<file path="config.mk">
export PLATFORM = sky130hd
export DESIGN_NAME = instr_fetch_seq_flat
export DESIGN_NICKNAME = d
export VERILOG_FILES = /design/src/rtl/ifs_pkg.sv /design/src/rtl/instr_fetch_seq_if.sv /design/src/rtl/sync_edge_det.sv /design/src/rtl/instr_fetch_seq.sv /design/src/flat_wrapper.sv
export SDC_FILE = /design/constraint.sdc
export NUM_CORES = 1
export LEC_CHECK = 0
export ABC_AREA = 1
export CAP_MARGIN = 20
export CELL_PAD_IN_SITES_DETAIL_PLACEMENT = 2
export CELL_PAD_IN_SITES_GLOBAL_PLACEMENT = 2
export CORE_MARGIN = 4
export CORE_UTILIZATION = 23
export DETAILED_ROUTE_END_ITERATION = 6
export PLACE_DENSITY = 0.86
export SLEW_MARGIN = 20
export SYNTH_ARGS = -nofsm -noshare
export SYNTH_HDL_FRONTEND = slang
export SYNTH_SLANG_ARGS = --single-unit
</file>
<file path="constraint.sdc">
create_clock -name Mclk -period 1.25 [get_ports Mclk]
set_input_delay 0.25 -clock Mclk [delete_from_list [all_inputs] [get_ports Mclk]]
set_output_delay 0.25 -clock Mclk [all_outputs]
set_load 0.05 [all_outputs]
</file>
<file path="src/rtl/ifs_pkg.sv">
// Shared definitions for the instruction fetch sequencer: FSM encoding and default geometry.
package ifs_pkg;

  localparam int ADDR_W_DEF    = 4;
  localparam int DATA_W_DEF    = 16;
  localparam int LAST_ADDR_DEF = 15;

  typedef enum logic [2:0] {
    IDLE  = 3'd0,
    FETCH = 3'd1,
    LOAD  = 3'd2,
    WAIT  = 3'd3,
    NEXT  = 3'd4
  } ifs_state_e;

endpackage

</file>
<file path="src/rtl/instr_fetch_seq_if.sv">
// Bundle between the fetch sequencer, the instruction ROM and the SCU.
// Handshake: run is a one-cycle strobe meaning instr is valid and may be executed;
// instr stays stable until the SCU answers with a rising edge on done, which acts as the ready/ack.
interface instr_fetch_seq_if
  import ifs_pkg::*;
#(
  parameter int ADDR_W = ADDR_W_DEF,
  parameter int DATA_W = DATA_W_DEF
);
  logic              start;
  logic              abort;
  logic [ADDR_W-1:0] rom_addr;
  logic [DATA_W-1:0] rom_data;
  logic [DATA_W-1:0] instr;
  logic              run;
  logic              done;
  logic              busy;
  logic              prog_done;
  ifs_state_e        state;

  modport master (
    input  start, abort, rom_data, done,
    output rom_addr, instr, run, busy, prog_done, state
  );

  modport slave (
    output start, abort, rom_data, done,
    input  rom_addr, instr, run, busy, prog_done, state
  );
endinterface

</file>
<file path="src/rtl/sync_edge_det.sv">
// Rising-edge detector for the SCU done level; with IFS_DONE_SYNC_EN defined a two-flop
// synchronizer sits in front of it so done may come from the Pclk domain.
module sync_edge_det (
  input  logic clk,
  input  logic rst_n,
  input  logic d,
  output logic rise
);

  logic d_s;
  logic d_q;

`ifdef IFS_DONE_SYNC_EN
  logic [1:0] sync;

  always_ff @(posedge clk or negedge rst_n) begin
    if (!rst_n) begin
      sync <= 2'b00;
    end else begin
      sync <= {sync[0], d};
    end
  end

  assign d_s = sync[1];
`else
  assign d_s = d;
`endif

  // History register runs continuously, so a level already high on entry never looks like an edge.
  always_ff @(posedge clk or negedge rst_n) begin
    if (!rst_n) begin
      d_q <= 1'b0;
    end else begin
      d_q <= d_s;
    end
  end

  assign rise = d_s & ~d_q;

endmodule

</file>
<file path="src/rtl/instr_fetch_seq.sv">
// Instruction fetch sequencer: walks pc through the ROM, issues each word to the SCU with a
// run pulse and waits for done. Optional macro IFS_DONE_SYNC_EN adds a done synchronizer.
module instr_fetch_seq
  import ifs_pkg::*;
#(
  parameter int ADDR_W    = ADDR_W_DEF,
  parameter int DATA_W    = DATA_W_DEF,
  parameter int LAST_ADDR = LAST_ADDR_DEF
) (
  input  logic                Mclk,
  input  logic                Resetn,
  instr_fetch_seq_if.master   ifs
);

  localparam logic [ADDR_W-1:0] LAST_PC = ADDR_W'(LAST_ADDR);

  ifs_state_e        state, state_n;
  logic [ADDR_W-1:0] pc, pc_n;
  logic [DATA_W-1:0] instr, instr_n;
  logic              run, run_n;
  logic              prog_done, prog_done_n;
  logic              done_rise;

  sync_edge_det u_done_det (
    .clk   (Mclk),
    .rst_n (Resetn),
    .d     (ifs.done),
    .rise  (done_rise)
  );

  always_ff @(posedge Mclk or negedge Resetn) begin
    if (!Resetn) begin
      state     <= IDLE;
      pc        <= '0;
      instr     <= '0;
      run       <= 1'b0;
      prog_done <= 1'b0;
    end else begin
      state     <= state_n;
      pc        <= pc_n;
      instr     <= instr_n;
      run       <= run_n;
      prog_done <= prog_done_n;
    end
  end

  // run and prog_done are strobes: they default low and are raised only on the one transition.
  always_comb begin
    state_n     = state;
    pc_n        = pc;
    instr_n     = instr;
    run_n       = 1'b0;
    prog_done_n = 1'b0;

    if (ifs.abort) begin
      state_n = IDLE;
      pc_n    = '0;
    end else begin
      case (state)
        IDLE: begin
          pc_n = '0;
          if (ifs.start) begin
            state_n = FETCH;
          end
        end
        FETCH: begin
          state_n = LOAD;
        end
        LOAD: begin
          instr_n = ifs.rom_data;
          run_n   = 1'b1;
          state_n = WAIT;
        end
        WAIT: begin
          if (done_rise) begin
            state_n = NEXT;
          end
        end
        NEXT: begin
          if (pc == LAST_PC) begin
            pc_n        = '0;
            prog_done_n = 1'b1;
            state_n     = IDLE;
          end else begin
            pc_n    = pc + 1'b1;
            state_n = FETCH;
          end
        end
        default: begin
          state_n = IDLE;
          pc_n    = '0;
        end
      endcase
    end
  end

  assign ifs.rom_addr  = pc;
  assign ifs.instr     = instr;
  assign ifs.run       = run;
  assign ifs.prog_done = prog_done;
  assign ifs.busy      = (state != IDLE);
  assign ifs.state     = state;

endmodule

</file>
<file path="src/flat_wrapper.sv">
// flat-port wrapper written by rule: the top's interface ports become plain ports
module instr_fetch_seq_flat import ifs_pkg::*;
#(
  parameter int ADDR_W    = ADDR_W_DEF,
  parameter int DATA_W    = DATA_W_DEF,
  parameter int LAST_ADDR = LAST_ADDR_DEF
)
  (Mclk, Resetn, ifs_start, ifs_abort, ifs_rom_data, ifs_done, ifs_rom_addr, ifs_instr, ifs_run, ifs_busy, ifs_prog_done, ifs_state);
  instr_fetch_seq_if #(.ADDR_W(ADDR_W), .DATA_W(DATA_W)) ifs_i ();
  input  logic Mclk;
  input  logic Resetn;
  input wire logic [$bits(ifs_i.start)-1:0] ifs_start;
  input wire logic [$bits(ifs_i.abort)-1:0] ifs_abort;
  input wire logic [$bits(ifs_i.rom_data)-1:0] ifs_rom_data;
  input wire logic [$bits(ifs_i.done)-1:0] ifs_done;
  output wire logic [$bits(ifs_i.rom_addr)-1:0] ifs_rom_addr;
  output wire logic [$bits(ifs_i.instr)-1:0] ifs_instr;
  output wire logic [$bits(ifs_i.run)-1:0] ifs_run;
  output wire logic [$bits(ifs_i.busy)-1:0] ifs_busy;
  output wire logic [$bits(ifs_i.prog_done)-1:0] ifs_prog_done;
  output wire logic [$bits(ifs_i.state)-1:0] ifs_state;
  assign ifs_i.start = ifs_start;
  assign ifs_i.abort = ifs_abort;
  assign ifs_i.rom_data = ifs_rom_data;
  assign ifs_i.done = ifs_done;
  assign ifs_rom_addr = ifs_i.rom_addr;
  assign ifs_instr = ifs_i.instr;
  assign ifs_run = ifs_i.run;
  assign ifs_busy = ifs_i.busy;
  assign ifs_prog_done = ifs_i.prog_done;
  assign ifs_state = ifs_i.state;
  instr_fetch_seq #(.ADDR_W(ADDR_W), .DATA_W(DATA_W), .LAST_ADDR(LAST_ADDR)) u_core (.Mclk(Mclk), .Resetn(Resetn), .ifs(ifs_i));
endmodule
</file>
==> impl_metrics.yaml, run 1 <==
final_layout:
  area.growth.synth_to_final_pct: 98.2
  fin_nets: 222
  post_route_cells_drive_above_1_share_pct: 36.7
  mostFrequentLayoutCells: "sky130_fd_sc_hd__nand2_1 (67), sky130_fd_sc_hd__buf_12 (27), sky130_fd_sc_hd__clkdlybuf4s50_1 (20), sky130_fd_sc_hd__dfrtp_1 (20), sky130_fd_sc_hd__buf_4 (11)"
  antenna-diode-count: 0
  mostFrequentLayoutCell: "sky130_fd_sc_hd__nand2_1"
  finish.instance_area_mm2: 0.00220
logic_synthesis:
  yosys_warnings: 0
  synth_top_cells_by_area: "sky130_fd_sc_hd__dfrtp_1 (59%), sky130_fd_sc_hd__nand2_1 (24%), sky130_fd_sc_hd__inv_1 (3.7%)"
  synth_enable_flop_cells: 0
  synthesis.nets: 154
  mappedNetlistArea_mm2: 0.00111
  synth_sequential_area_ratio_pct: 58.6
  most_used_flip_flop_cell_after_synthesis: "sky130_fd_sc_hd__dfrtp_1"
  post-synth-top-area-cell: "sky130_fd_sc_hd__dfrtp_1"
  syn_area_per_cell_um2: 8.41
  yosysTopAreaCellShare_pct: 58.6
  yosys_register_bits: 26
  yosys.cell_types.count: 16
  cells_after_synth: 132
  synthArstFlopShare_pct: 100
placed_design:
  hpwlAfterDp_mm: 2.75
  dpl_cell_area_mm2: 0.00198
  gp_congestion: 0.794
  port_buffers: 46
setup_path:
  slowest_stage: "sky130_fd_sc_hd__dfrtp_2"
  critical_path_class: "reg2out"
  critical_path.startpoint_type: "flop"
  r2r-start: "u_core.ifs.state[2]"
  cells_along_the_critical_path: "nor2_4 -> nand2_2 -> buf_6"
  end_kind: "primary output"
  timing.critical_path.arrival_ns: 1.04
  critical_path.n_buffers_inverters: 1
  critical_path.max_stage_delay_ns: 0.44
  crit_path_max_fanout: 2
  critPathRequiredTime_ns: 1.00
  timing.critical_path.max_delay_family: "flip-flops"
  timing.critical_path.from: "u_core.ifs.state[2]"
sta:
  max_freq_mhz: 777
  final-max-slew-violation-count: 0
  clock_skew_ns: 0.00193
  fin_hold_ws_ns: 0.327
  worst_slew_pin_slew_ns: 0.323
  grt_setup_unrepaired: "yes"
  fraction_of_the_cycle_the_final_worst_path_needs_pct: 103
  final.setup.worst_slack_ns: -0.0362
  setup_tns_ns: -0.0612
  minimum_clock_period_after_layout_ns: 1.29
  setup_viol: 3
  worst_slew_margin_rel_pct: 78.3
  number_of_endpoints_with_negative_hold_slack_in_the_final_report: 0
floorplanning:
  start_util_pct: 23.7
  die-width_um: 77.5
  die_height_um: 77.5
  core.rowCount: 25
  design.die.area_mm2: 0.00600
  core_mm2: 0.00469
  floorplan.io_pins: 47
clock_tree:
  cts.htree.levels: 1
  cts_tree: "built"
  number_of_buffers_inserted_during_clock_tree_synthesis: 3
  clock_insertion_delay_worst_skew_ns: 0.27
  clock_sinks: 26
  cts_clock_pin_slew_for_the_worst_setup_and_hold_paths_ns: 0.09
  cts_hold_repair.buffers: 0
  clock_tree.buffer_depth: 2
  cts.root.buffer_cell: "sky130_fd_sc_hd__clkbuf_8"
worst_hold_path:
  class_of_the_tightest_hold_or_removal_check: "in2async"
power:
  power_per_cell_area_mw_per_mm2: 2430
  power.leakage_nw: 1.07
  ir_drop_mv: 1.15
  finalPower_mw: 5.35
global_routing:
  groute.usage.overall_pct: 13.4
  grt_start_max_net_pins: 27
  via_count_of_the_first_global_routing_pass: 1248
  grt_pass1_wl_mm: 6.44
  grt_overflow_total: 0
  grt_antenna_before_repair: 0
route:
  met3_wirelength_um: 250
  drt_drc_violations_left: 0
  vias_per_cell: 4.43
  final_antenna_net_count: 0
  drt_pre_antenna_iters: 4
  detail_route.wl_per_cell_um: 14.9
  drt_iter0_markers: 40
  detailroute.wirelength.met2_mm: 2.07
  dr.max_layer_used: "met4"
  route.layer.met1.wl_mm: 1.44
  vias_after_detailed_routing: 1121
  postRouteWirelength_mm: 3.77
flow_run:
  maxCapViolations: 0
run_status:
  violations: "setup timing"
  run_status: "finished, violations left"
==> synth_stat cells, types with 6 or more instances <==
| cell | count |
|---|---|
| sky130_fd_sc_hd__dfrtp_1 | 26 |
| sky130_fd_sc_hd__inv_1 | 11 |
| sky130_fd_sc_hd__nand2_1 | 71 |
| sky130_fd_sc_hd__nand3_1 | 6 |
| sky130_fd_sc_hd__nor2_1 | 7 |
==> power by group <==
| part | total (mW) | internal, mW | switching (mW) | leakage (nW) |
|---|---|---|---|---|
| sequential | 1.48 | 1.14 | 0.338 | 0.324 |
| combinational | 3.17 | 1.49 | 1.68 | 0.706 |
| clock | 0.699 | 0.429 | 0.271 | 0.0357 |
==> through the flow <==
step	utilization [%]	cells	setup slack, ns
floorplan	-	132	-0.00516
global placement	42.2	239	-0.166
detailed placement	42.2	239	-0.238
CTS	45.0	249	-0.0803
global route	46.9	253	-0.0833
finish	46.9	253	-0.0362
==> per-layer routing <==
layer  vias up  track usage (%)
li1        533                -
met1       552             15.5
met2        32             24.6
met3         4             4.41
met4         0             1.60
met5         -                0
==> layout make-up <==
class | count | area, um^2
clock buffer | 3 | 41.3
clock inverter | 1 | 30.0
fill | 500 | 2490
inverter | 12 | 50.0
multi-input combinational | 92 | 450
sequential | 26 | 658
tap | 54 | 67.6
timing repair buffer | 65 | 902
==> state kept, by name, summed over array words and instances, names as in the netlist <==
register               flops
u_core.u_done_det.d_q      1
u_core.ifs.rom_addr        4
u_core.ifs.prog_done       1
u_core.ifs.run             1
u_core.ifs.instr          16
u_core.ifs.state           3
==> worst paths after layout <==
| kind | slack [ns] | cells after the start | to |
|---|---|---|---|
| worst max-delay path | -0.04 | 3 | ifs_busy |
| worst min-delay path | 0.33 | 2 | u_core.ifs.rom_addr[3] |
| worst max register to register | 0.04 | 6 | u_core.ifs.instr[1] |
| worst min register to register | 0.55 | 2 | u_core.ifs.instr[12] |
| max in group asynchronous | 0.75 | 2 | u_core.ifs.state[2] |
| min in group Mclk | 0.44 | 1 | u_core.u_done_det.d_q |
==> kinds of logic (layout without fill, tap and decap cells) <==
logic type	Yosys count	in the layout	share of synthesized area (%)
simple gates	90	90	33.8
flops	26	26	58.6
buf+inv	14	81	5.98
fa+ha+maj	1	1	1.13
compound gates	1	1	0.451
==> what timing repair did <==
item / CTS / global route
gates resized for setup: 3 / 22
pin swaps: 2 / 7
setup buffers: 6 / 4
endpoints found under the setup margin: 5 / 30
Note: power is estimated with default switching activity, not from simulation.
==> run 2: changes to the inputs <==
--- a/config.mk
+++ b/config.mk
@@ -13,6 +13,7 @@
 export CORE_UTILIZATION = 23
 export DETAILED_ROUTE_END_ITERATION = 6
 export PLACE_DENSITY = 0.86
+export SKIP_CTS_REPAIR_TIMING = 1
 export SLEW_MARGIN = 20
 export SYNTH_ARGS = -nofsm -noshare
 export SYNTH_HDL_FRONTEND = slang
==> run 2 against run 1 <==
Effect of this change: first-iteration DRC count down 35%; sequential share of layout area is 0.91 points higher; wire length fell by 5.1%; via count shrank 1.8%; clock skew rose by 0.0021 ns; flip-flop and latch count unchanged; setup slack worse by 0.044 ns; sequential power barely moved; final cell count decreased by 1.2%; power fell by 1.7%; the run still ends with setup timing left.
==> impl_metrics.yaml, run 2 (same netlist as run 1, synthesis figures left out) <==
setup_path:
  critical_path.n_buffers_inverters: 1
  slowest_stage: "sky130_fd_sc_hd__dfrtp_2"
  critical_path_class: "reg2out"
  crit_path_max_fanout: 4
  path_depth: 3
  timing.critical_path.arrival_ns: 1.08
  rr_worst_depth: 4
  critical_path.startpoint_type: "flop"
  timing.critical_path.max_delay_family: "flip-flops"
  critical_path.max_stage_delay_ns: 0.45
  end_kind: "primary output"
  critPathRequiredTime_ns: 1.00
  cells_along_the_critical_path: "nor2_4 -> nand2_1 -> buf_6"
floorplanning:
  core.rowCount: 25
  design.die.area_mm2: 0.00600
  start_util_pct: 23.7
  die_height_um: 77.5
  floorplan.io_pins: 47
  core_mm2: 0.00469
  die-width_um: 77.5
power:
  power.leakage_nw: 1.05
  power_per_cell_area_mw_per_mm2: 2470
  ir_drop_mv: 1.13
global_routing:
  grt_pass1_wl_mm: 6.11
  grt_overflow_total: 0
  grt_start_max_net_pins: 27
  groute.usage.overall_pct: 12.7
  via_count_of_the_first_global_routing_pass: 1217
  grt_antenna_before_repair: 0
route:
  drt_iter0_markers: 26
  vias_after_detailed_routing: 1101
  drt_drc_violations_left: 0
  postRouteWirelength_mm: 3.58
  detail_route.wl_per_cell_um: 14.3
  final_antenna_net_count: 0
  drt_pre_antenna_iters: 4
  vias_per_cell: 4.40
placed_design:
  port_buffers: 46
  gp_congestion: 0.794
  dpl_cell_area_mm2: 0.00198
  numPlacedInstances: 239
  hpwlAfterDp_mm: 2.75
run_status:
  run_status: "finished, violations left"
  violations: "setup timing"
sta:
  worst_slew_pin_slew_ns: 0.448
  clock_skew_ns: 0.00407
  minimum_clock_period_after_layout_ns: 1.33
  max_freq_mhz: 752
  final.setup.worst_slack_ns: -0.0806
  number_of_endpoints_with_negative_hold_slack_in_the_final_report: 0
  setup_viol: 4
  fraction_of_the_cycle_the_final_worst_path_needs_pct: 106
  grt_setup_unrepaired: "yes"
  final-max-slew-violation-count: 0
  worst_slew_margin_rel_pct: 69.8
final_layout:
  area.growth.synth_to_final_pct: 92.0
  mostFrequentLayoutCell: "sky130_fd_sc_hd__nand2_1"
  post_route_cells_drive_above_1_share_pct: 29.6
  finish.instance_area_mm2: 0.00213
  largest-register: "u_core.ifs.instr"
  antenna-diode-count: 0
  final-instance-count-excl-fill: 250
  largest_register_ff_count: 16
  mostFrequentLayoutCells: "sky130_fd_sc_hd__nand2_1 (70), sky130_fd_sc_hd__buf_12 (27), sky130_fd_sc_hd__dfrtp_1 (21), sky130_fd_sc_hd__clkdlybuf4s50_1 (20), sky130_fd_sc_hd__inv_1 (11)"
  fin_nets: 219
clock_tree:
  clock_tree.buffer_depth: 2
  cts_clock_pin_slew_for_the_worst_setup_and_hold_paths_ns: 0.09
  cts.htree.levels: 1
  cts_tree: "built"
  clock_insertion_delay_worst_skew_ns: 0.27
  number_of_buffers_inserted_during_clock_tree_synthesis: 3
  clock_sinks: 26
  cts.root.buffer_cell: "sky130_fd_sc_hd__clkbuf_8"
worst_hold_path:
  class_of_the_tightest_hold_or_removal_check: "in2async"
flow_run:
  maxCapViolations: 0
[run 2: routing by layer]
| layer | track usage (%) | part of all wire [%] | routed length (um) |
|---|---|---|---|
| met5 | 0 | 0 | 0 |
| met4 | 1.60 | 0.34 | 12 |
| met3 | 4.41 | 6.9 | 247 |
| met2 | 22.7 | 54 | 1920 |
| met1 | 14.9 | 39 | 1400 |
[run 2: through the flow]
stage          total power, mW  setup slack [ns]  TNS [ns]  hold WS, ns  util (%)
2_1_floorplan             2.81          -0.00516  -0.00516      -0.0456         -
3_3_place_gp              4.45            -0.166     -2.45        0.524      42.2
3_5_place_dp              4.53            -0.238     -3.61        0.533      42.2
4_1_cts                   5.27            -0.194    -0.328        0.326      43.7
5_1_grt                   5.53            -0.138     -1.31        0.326      45.4
6_report                  5.26           -0.0806    -0.181        0.327      45.4
[run 2: final timing paths]
path | from | endpoint | slack (ns)
worst min register to register | u_core.ifs.instr[12] | u_core.ifs.instr[12] | 0.55
worst max-delay path | u_core.ifs.state[0] | ifs_busy | -0.08
min in group Mclk | ifs_done | u_core.u_done_det.d_q | 0.44
worst min-delay path | Resetn | u_core.ifs.rom_addr[3] | 0.33
max in group asynchronous | Resetn | u_core.ifs.state[0] | 0.75
worst max register to register | u_core.ifs.state[0] | u_core.ifs.prog_done | -0.06
[run 2: layout make-up]
class,count,area [um^2]
Tap cell,54,67.6
Multi-Input combinational cell,92,413
Inverter,12,50.0
Clock buffer,3,41.3
Sequential cell,26,657
Timing Repair Buffer,62,872
Clock inverter,1,30.0
Fill cell,513,2560
[run 2: report_power, final]
part | total [mW] | switching [mW] | internal (mW)
sequential | 1.48 | 0.340 | 1.14
combinational | 3.08 | 1.63 | 1.45
clock | 0.695 | 0.266 | 0.428
[run 2: worst reg2reg max path, cell delays in order (launching register included)]
cell and delay, ns:
sky130_fd_sc_hd__dfrtp_2 0.45, sky130_fd_sc_hd__buf_4 0.15, sky130_fd_sc_hd__inv_1 0.06, sky130_fd_sc_hd__nand2_1 0.09, sky130_fd_sc_hd__nor4_1 0.42
